[src/rtl/pe_pkg.sv]
// pe_pkg: shared state encoding, default widths and queue-entry helpers for the PE controllers
package pe_pkg;
    localparam int DEF_DATA_W  = 16;
    localparam int DEF_ADDR_W  = 12;
    localparam int DEF_LAYER_W = 4;
    localparam int DEF_QUEUE_W = DEF_ADDR_W + DEF_DATA_W;

    typedef enum logic [2:0] {IDLE, START, FETCH, PUSH, DRAIN, NEXT} state_t;

    function automatic logic [DEF_QUEUE_W-1:0] pack_entry(input logic [DEF_ADDR_W-1:0] idx,
                                                          input logic [DEF_DATA_W-1:0] val);
        return {idx, val};
    endfunction

    function automatic logic [DEF_ADDR_W-1:0] entry_idx(input logic [DEF_QUEUE_W-1:0] e);
        return e[DEF_QUEUE_W-1 -: DEF_ADDR_W];
    endfunction

    function automatic logic [DEF_DATA_W-1:0] entry_val(input logic [DEF_QUEUE_W-1:0] e);
        return e[DEF_DATA_W-1:0];
    endfunction
endpackage

[src/rtl/pe_idle_sync.sv]
// pe_idle_sync: asserts ready once all PEs have been idle for CYCLES consecutive enabled cycles
module pe_idle_sync #(
    parameter int N      = 64,
    parameter int CYCLES = 2
) (
    input  logic         clk,
    input  logic         rst,
    input  logic         en,
    input  logic [N-1:0] idle,
    output logic         ready
);
    localparam int CW = $clog2(CYCLES) + 1;

    logic [CW-1:0] cnt;
    logic          all_idle;

    assign all_idle = &idle;
    assign ready    = en && all_idle && (cnt == CW'(CYCLES - 1));

    // A single idle cycle can be a pop-to-idle glitch, so the run must be unbroken
    always_ff @(posedge clk or posedge rst) begin
        if (rst) cnt <= '0;
        else     cnt <= (en && all_idle) ? (ready ? cnt : cnt + 1'b1) : '0;
    end
endmodule

[src/rtl/pe_layer_sequencer.sv]
// pe_layer_sequencer: per-layer start, activation broadcast and drain sequencing across the PE array.
// Build option SEQ_SKIP_ZERO_EN: zero-valued activations are consumed without being pushed.
module pe_layer_sequencer
    import pe_pkg::*;
#(
    parameter  int NUM_PE  = 64,
    parameter  int DATA_W  = DEF_DATA_W,
    parameter  int ADDR_W  = DEF_ADDR_W,
    parameter  int LAYER_W = DEF_LAYER_W,
    localparam int QUEUE_W = ADDR_W + DATA_W
) (
    input  logic               clk,
    input  logic               rst,
    input  logic               start,
    input  logic [LAYER_W-1:0] layer_no,
    input  logic [ADDR_W-1:0]  in_act_no,
    output logic               src_rd_en,
    output logic [ADDR_W-1:0]  src_rd_addr,
    input  logic [DATA_W-1:0]  src_rd_data,
    input  logic [NUM_PE-1:0]  pe_queue_full,
    input  logic [NUM_PE-1:0]  pe_idle,
    output logic               push_act,
    output logic [QUEUE_W-1:0] act_data,
    output logic               pe_start_calc,
    output logic [LAYER_W-1:0] layer_idx,
    output logic               busy,
    output logic               done
);
    state_t             state, state_n;
    logic [ADDR_W-1:0]  rd_ptr, acts;
    logic [LAYER_W-1:0] layers;
    logic [DATA_W-1:0]  hold, data;
    logic               fresh, any_full, skip, advance, last_act, last_layer, drained;

    assign any_full = |pe_queue_full;
    // Read data is only valid on the first PUSH cycle; stalled cycles reuse the held copy
    assign data     = fresh ? src_rd_data : hold;
`ifdef SEQ_SKIP_ZERO_EN
    assign skip     = data == '0;
`else
    assign skip     = 1'b0;
`endif
    assign advance     = skip || !any_full;
    assign last_act    = rd_ptr == acts - ADDR_W'(1);
    assign last_layer  = layer_idx == layers - LAYER_W'(1);
    assign busy        = state != IDLE;
    assign src_rd_addr = src_rd_en ? rd_ptr : '0;
    assign act_data    = push_act ? {rd_ptr, data} : '0;

    pe_idle_sync #(.N(NUM_PE), .CYCLES(2)) u_idle_sync (
        .clk   (clk),
        .rst   (rst),
        .en    (state == DRAIN),
        .idle  (pe_idle),
        .ready (drained)
    );

    always_ff @(posedge clk or posedge rst) begin
        if (rst) begin
            state     <= IDLE;
            rd_ptr    <= '0;
            layer_idx <= '0;
            acts      <= '0;
            layers    <= '0;
            hold      <= '0;
            fresh     <= 1'b0;
        end else begin
            state <= state_n;
            fresh <= state == FETCH;
            if (fresh) hold <= src_rd_data;
            if (state == IDLE && start) begin
                layers    <= (layer_no == '0) ? LAYER_W'(1) : layer_no;
                acts      <= in_act_no;
                layer_idx <= '0;
                rd_ptr    <= '0;
            end
            if (state == START) rd_ptr <= '0;
            if (state == PUSH && advance && !last_act) rd_ptr <= rd_ptr + 1'b1;
            if (state == NEXT) layer_idx <= last_layer ? '0 : layer_idx + 1'b1;
        end
    end

    always_comb begin
        state_n       = state;
        pe_start_calc = 1'b0;
        src_rd_en     = 1'b0;
        push_act      = 1'b0;
        done          = 1'b0;
        case (state)
            IDLE:  state_n = start ? START : IDLE;
            START: begin
                pe_start_calc = 1'b1;
                state_n       = (acts == '0) ? DRAIN : FETCH;
            end
            FETCH: begin
                src_rd_en = 1'b1;
                state_n   = PUSH;
            end
            PUSH: begin
                push_act = advance && !skip;
                state_n  = !advance ? PUSH : last_act ? DRAIN : FETCH;
            end
            DRAIN: state_n = drained ? NEXT : DRAIN;
            NEXT: begin
                done    = last_layer;
                state_n = last_layer ? IDLE : START;
            end
            default: state_n = IDLE;
        endcase
    end
endmodule

[config.mk]
export PLATFORM = sky130hd
export DESIGN_NAME = pe_layer_sequencer
export DESIGN_NICKNAME = d
export VERILOG_FILES = /design/src/rtl/pe_pkg.sv /design/src/rtl/pe_idle_sync.sv /design/src/rtl/pe_layer_sequencer.sv
export SDC_FILE = /design/constraint.sdc
export NUM_CORES = 1
export LEC_CHECK = 0
export ABC_CLOCK_PERIOD_IN_PS = 5300
export BUFFER_PORTS_ARGS = -buffer_cell sky130_fd_sc_hd__buf_2
export CAP_MARGIN = 40
export CORE_MARGIN = 8
export CORE_UTILIZATION = 44
export DETAILED_ROUTE_END_ITERATION = 8
export GPL_TIMING_DRIVEN = 0
export HOLD_SLACK_MARGIN = 0.03
export PLACE_DENSITY = 0.86
export RECOVER_POWER = 25
export SKIP_LAST_GASP = 1
export SLEW_MARGIN = 40
export SYNTH_ARGS = -nofsm -noshare
export SYNTH_HDL_FRONTEND = slang
export SYNTH_SLANG_ARGS = --single-unit
[constraint.sdc]
create_clock -name clk -period 5.3 [get_ports clk]
set_clock_uncertainty 0.1 [all_clocks]
set_input_delay 1.59 -clock clk [delete_from_list [all_inputs] [get_ports clk]]
set_output_delay 1.59 -clock clk [all_outputs]
set_load 0.1 [all_outputs]
; ---- Word level (Yosys, flattened, before mapping)
; Index checks and enable logic that the tools add are counted.
[word_totals]
out_inout_bits = 49
rom_bits = 0
register_bits = 54
wordCells = 60
latch_bits = 0
n_memories = 0
ramBits = 0
in_bits = 163
[op_classes]
div = 0
muxes = 23
add_sub_neg = 5
mul = 0
order_cmp = 0
n_bitwise = 0
reduce_logical = 15
n_shift = 0
n_eq_ne = 9
[ops]
columns = cell, count
row1 = $reduce_and A64 Y1, 1
row2 = $reduce_or A64 Y1, 1
row3 = $mux W12, 4
row4 = $mux W28, 1
row5 = $pmux W3 S6, 1
row6 = $mux W16, 1
row7 = $mux W4, 4
row8 = $add A12 B1 Y12 const B, 1
row9 = $eq A12 B12 Y1, 1
row10 = $logic_not A12 Y1, 1
row11 = $sub A12 B1 Y12 const B, 1
row12 = $mux W3, 3
row13 = $mux W1, 7
row14 = $eq A3 B2 Y1 const B, 2
row15 = $eq A3 B3 Y1 const B, 2
row16 = $reduce_bool A3 Y1, 2
row17 = $logic_and A1 B1 Y1, 5
row18 = $add A4 B1 Y4 const B, 1
row19 = $eq A4 B4 Y1, 1
row20 = $logic_not A4 Y1, 1
row21 = $mux W2, 2
row22 = $sub A4 B1 Y4 const B, 1
row23 = $eq A3 B1 Y1 const B, 1
row24 = $logic_not A3 Y1, 1
row25 = other kinds (5), 6

; ---- Logic depth before layout (Yosys ltp)
[logic_depth]
depth_word = 5
ltp_mapped = 10

; ---- Hierarchy
; From an unflattened synthesis, not the netlist that was laid out.
[unflattened]
cells_unflattened = 411
area_unflattened_um2 = 3653.5
[modules_own_cells]
columns = module, n_inst, area_each_um2, seq_area_each_um2, cells_each
row1 = pe_layer_sequencer, 1, 3390.8, 1301.2, 376
row2 = pe_idle_sync, 1, 262.8, 50.0, 35

; ---- Worst setup path after synthesis
; OpenSTA, ideal clock, no wires.
[synth_timing]
path_type = input to output
start = in pe_queue_full[9]
end = out act_data[10]
t_required_ns = 3.610
cell_stages = 6
arrival_ns = 4.578
path_buffers = 1
slack_ns = -0.968
cell_sequence = or4_1 nor4_1 nand3_1 nor2_1 clkbuf_1 and2_1
[synth_via]
elab_chain_len = 4
[synth_lines]
columns = item, line_no
row1 = "start, declared", pe_layer_sequencer.sv:20  ; input logic [NUM_PE-1:0] pe_queue_full,
row2 = $reduce_or A64 Y1, pe_layer_sequencer.sv:35  ; assign any_full = |pe_queue_full;
row3 = $logic_not A1 Y1, pe_layer_sequencer.sv:43  ; assign advance = skip || !any_full;
row4 = $mux W1, pe_layer_sequencer.sv:89  ; case (state)
row5 = via push_act, pe_layer_sequencer.sv:22  ; output logic push_act,
row6 = $mux W28, pe_layer_sequencer.sv:48  ; assign act_data = push_act ? {rd_ptr, data} : '0;
row7 = "end, declared", pe_layer_sequencer.sv:23  ; output logic [QUEUE_W-1:0] act_data,
; The timed path passes the listed nets, and every way through them passes these cells.

; ---- Worst setup path after layout
[layout_timing]
start = in pe_queue_full[12]
end = out act_data[27]
[layout_via]
elab_chain_len = 4
[layout_lines]
columns = item, line_no
row1 = $reduce_or A64 Y1, pe_layer_sequencer.sv:35
row2 = $logic_not A1 Y1, pe_layer_sequencer.sv:43
row3 = $mux W1, pe_layer_sequencer.sv:89
row4 = $mux W28, pe_layer_sequencer.sv:48
; Every way passes these cells.

==> impl_results.rst <==
.. list-table::
   :header-rows: 1

   * - Metric
     - Value
   * - Run status
     - complete, but fails checks
   * - Failing checks
     - capacitance limit
   * - Dominant combinational cell family by area after synthesis
     - simple AND/OR/NAND/NOR gates
   * - Xor-xnor portion of the synthesized cell area
     - 5.398%
   * - Clock slew at the register clock pins of the worst setup and hold paths
     - 100 ps
   * - Kind of critical path
     - input port to output port
   * - GRT Resource Usage Total
     - 22.06%
   * - Endpoint of the lowest-slack register-to-register path
     - rd_ptr[10]
   * - Met3 track utilization from global routing
     - 6.655%
   * - Non-filler cells, final
     - 709
   * - Count of pins over their slew limit
     - 0
   * - Count of fill cells added during filler insertion
     - 654
   * - Maximum count of clock buffers along a single path
     - 2
   * - Clock sinks
     - 54
   * - Detail-routed via count per cell
     - 5.402
   * - Share of synthesized cell area in and, or, nand and nor gates
     - 30.42%
   * - H-Tree Depth
     - 2
   * - Mapped cell area
     - 0.003570 mm2
   * - Post-Place Setup Slack
     - -470.7 ps
   * - I/O pin total
     - 212
   * - Die width
     - 106.1 um
   * - Number of rows in the core area
     - 33
   * - Final setup margin
     - 81.22 ps
   * - Layout net count
     - 770
   * - Area delta synth->final
     - 46.13%
   * - Sequential area share after synthesis
     - 37.85%
   * - # Max-Cap Violations
     - 1
   * - Final setup violation count
     - 0
   * - Register cell area after layout
     - 0.001351 mm2
   * - Placer congestion estimate
     - 0.9082
   * - Crit path launch
     - pe_queue_full[12]
   * - Hold path start
     - hold[13]
   * - Leak Pwr
     - 2.464 nW
   * - Number of global-route vias before repair
     - 4,135
   * - Post-synth top flop
     - sky130_fd_sc_hd__dfrtp_1
   * - Wirelength per Cell
     - 17.90 um
   * - Clock root buffer
     - sky130_fd_sc_hd__clkbuf_8
   * - Adder-cell share of the synthesized area
     - 1.753%
   * - Antenna-violating nets left
     - 0
   * - CP Data Required Time
     - 3610 ps
   * - Syn. warnings
     - 0
   * - Number of distinct library cells after synthesis
     - 49
   * - Nature of the critical path endpoint
     - output port
   * - Power density of the placed cells
     - 260.2 mW/mm2
   * - Clock latency reported for the late side of the worst-skew pair
     - 300 ps
   * - Number of vias in the routed layout
     - 3,830
   * - Gr busiest metal
     - met2
   * - Worst Hold Path EP
     - hold[13]
   * - Final core occ
     - 64.79%
   * - Worst hold-check path type
     - flip-flop to flip-flop
   * - Starting density of the core
     - 44.34%
   * - Area of the core
     - 0.008051 mm2
   * - Multi-input gate area
     - 0.002181 mm2
   * - Worst R2R Path Depth
     - 8
   * - Largest net degree at the start of global routing
     - 32
   * - Max-Slew Margin vs Limit
     - 2.336%
   * - Commonest non-fill, non-tap cell in the layout
     - sky130_fd_sc_hd__buf_2
   * - Slew at the pin closest to its max-slew limit
     - 1457 ps
   * - Critical path's most frequent cell
     - sky130_fd_sc_hd__buf_2
   * - Clock tree from TritonCTS
     - done
   * - First-pass GRT wire length
     - 20,530 um
   * - Die footprint
     - 0.01125 mm2
   * - Count of routing violations after the opening detailed-route iteration
     - 189
   * - Largest stage delay on the critical path
     - 540 ps
   * - Slack of the worst reg-to-reg path
     - 2550 ps
   * - CTS buffer count
     - 5
   * - Post-synth top area cell
     - sky130_fd_sc_hd__dfrtp_1
   * - Aggregate routed wire length
     - 12,690 um
   * - Proportion of netlist area held by the largest area contributor
     - 37.85%
   * - Global routing met2 resource utilization
     - 37.94%
   * - Fraction of synthesized area in multiplexers
     - 9.709%
   * - Post-Synthesis Net Count
     - 550
   * - Ratio of cells with drive above 1 in the final layout
     - 51.24%
   * - Compound-Gate Fraction of Synth Area
     - 11.29%
   * - Number of detailed-routing iterations run before antenna repair
     - 4
   * - Cells along the critical path
     - buf_2 > or4_4 > nor4_4 > nand3_2 > nor2_4 > buf_2 > and2_2 > buf_4
   * - Worst hold path depth
     - 1
   * - Post-synthesis register bit count
     - 54
   * - Post-placement cell count
     - 699
   * - Async set or reset register ratio after synthesis
     - 100.0%
   * - Number of port buffers
     - 211
   * - Period Utilization, post-route
     - 98.47%
   * - Half-perimeter wire length after placement
     - 10,180 um
   * - Launching point of the worst reg2reg path
     - acts[4]
   * - Synth Area per Inst
     - 9.345 um2
   * - Type of origin of the critical path
     - input port
   * - Commonest cells after routing, fill and taps aside
     - 187 x sky130_fd_sc_hd__buf_2, 54 x sky130_fd_sc_hd__dfrtp_1, 28 x sky130_fd_sc_hd__mux2_2, 24 x sky130_fd_sc_hd__nand2_1, 23 x sky130_fd_sc_hd__nor4_1
   * - Number of flops mapped to enable cells by yosys
     - 0
   * - Peak Freq
     - 191.6 MHz
   * - Maximum fanout along the worst path
     - 5
   * - Die H
     - 106.1 um
   * - Maximum vdd ir drop
     - 0.0001259 V
   * - Antenna violations before repair
     - 1
   * - Shortest period the worst path allows
     - 5219 ps
   * - Count of hold-fix buffers inserted at cts
     - 0
   * - Grt total ovfl
     - 0
   * - GR Util met1
     - 26.12%
   * - Post-synthesis cell count
     - 382
   * - Data arrival, critical path
     - 3530 ps
   * - Top post-synthesis cells by area
     - sky130_fd_sc_hd__dfrtp_1 38%, sky130_fd_sc_hd__mux2_2 9.1%, sky130_fd_sc_hd__and2_1 7.4%, sky130_fd_sc_hd__nor4_1 4.2%, sky130_fd_sc_hd__nand4_1 3.5%
   * - DRC violations left
     - 0
   * - Hold Vio Cnt, Final
     - 0
   * - Worst path slowest cell
     - sky130_fd_sc_hd__or4_4
-- power by group --
| part | switching, mW | total, mW | leakage [nW] | internal (mW) |
|---|---|---|---|---|
| registers | 0.0862 | 0.610 | 0.677 | 0.523 |
| clock network | 0.134 | 0.275 | 0.0514 | 0.141 |
| logic | 0.246 | 0.472 | 1.74 | 0.226 |
| total | 0.467 | 1.36 | 2.46 | 0.891 |
-- worst max path at each step --
| stage | cells after the start | end | slack, ps |
|---|---|---|---|
| finish | 8 | act_data[27] | 80 |
| global route | 9 | act_data[3] | -10 |
| CTS | 9 | act_data[0] | -20 |
| detailed placement | 9 | act_data[0] | -470 |
| global placement | 9 | act_data[5] | -480 |
| floorplan | 6 | act_data[10] | 100 |
-- critical path: cells and delay by family --
kind                   cells  cell delay [ps]
buffers and inverters      3              580
AND/OR/NAND/NOR            5             1340
-- sequential cells by signal, indices dropped and copies added, names as in the netlist --
signal and flops:
layer_idx 4, layers 4, u_idle_sync.cnt 2, hold 16
acts 12, state 3, fresh 1, rd_ptr 12
-- per-stage QoR --
step / area (um2) / TNS, ps / hold slack, ps / power (mW)
2_1_floorplan: 3620 / 0 / 366.4 / 0.9246
3_3_place_gp: 4807 / -9507 / 374.3 / 1.041
3_5_place_dp: 4837 / -9170 / 384.6 / 1.079
4_1_cts: 5132 / -18.99 / 406.6 / 1.357
5_1_grt: 5216 / -84.17 / 416.8 / 1.434
6_report: 5216 / 0 / 395.1 / 1.357
-- final cells by class --
class | count | area share, %
diodes | 1 | 0.04797
plain buffers | 21 | 2.111
clock buffers | 6 | 1.391
clock inverters | 2 | 0.7196
inverters | 9 | 0.6716
multi-input cells | 298 | 41.81
flip-flops and latches | 54 | 25.91
well taps | 105 | 2.519
repair buffers | 213 | 24.83
-- cells in the mapped netlist (2+ instances only) --
| master | n |
|---|---|
| sky130_fd_sc_hd__nand3_1 | 13 |
| sky130_fd_sc_hd__or2_2 | 5 |
| sky130_fd_sc_hd__xor2_1 | 11 |
| sky130_fd_sc_hd__or4_1 | 5 |
| sky130_fd_sc_hd__a21o_1 | 9 |
| sky130_fd_sc_hd__mux2i_1 | 2 |
| sky130_fd_sc_hd__nor4b_1 | 2 |
| sky130_fd_sc_hd__nand2b_1 | 7 |
| sky130_fd_sc_hd__dfrtp_1 | 54 |
| sky130_fd_sc_hd__nor3_1 | 14 |
| sky130_fd_sc_hd__buf_2 | 6 |
| sky130_fd_sc_hd__or3_1 | 3 |
| sky130_fd_sc_hd__o21ai_0 | 13 |
| sky130_fd_sc_hd__ha_1 | 5 |
| sky130_fd_sc_hd__nor4_1 | 24 |
| sky130_fd_sc_hd__nand4_1 | 20 |
| sky130_fd_sc_hd__o22ai_1 | 2 |
| sky130_fd_sc_hd__and2_1 | 42 |
| sky130_fd_sc_hd__nand2_1 | 24 |
| sky130_fd_sc_hd__nand3b_1 | 3 |
| sky130_fd_sc_hd__a22o_1 | 3 |
| sky130_fd_sc_hd__nor2b_1 | 3 |
| sky130_fd_sc_hd__nor2_1 | 14 |
| sky130_fd_sc_hd__xnor2_1 | 11 |
| sky130_fd_sc_hd__a211oi_2 | 8 |
| sky130_fd_sc_hd__inv_1 | 9 |
| sky130_fd_sc_hd__nand4b_1 | 2 |
| sky130_fd_sc_hd__a31oi_1 | 4 |
| sky130_fd_sc_hd__clkbuf_1 | 13 |
| sky130_fd_sc_hd__a21oi_1 | 4 |
| sky130_fd_sc_hd__mux2_2 | 29 |
-- repair_timing --
item	CTS	global route
buffers inserted	0	0
endpoints found under the setup margin	29	29
cloned	0	1
pin swaps	2	2
gates resized for setup	57	18
-- layer usage --
layer | up-vias | wire, um
li1 | 1833 | -
met1 | 1801 | 5087
met2 | 173 | 6438
met3 | 23 | 932
met4 | 0 | 234
met5 | - | 0
-- cell families after synthesis --
family	Yosys count
AND/OR/NAND/NOR	188
flip-flops	54
AO/OA/AOI/OAI	52
multiplexers	31
buffers and inverters	30
XOR/XNOR	22
adder cells (fa/ha/maj)	5
Note: power is estimated with default switching activity, not from simulation.
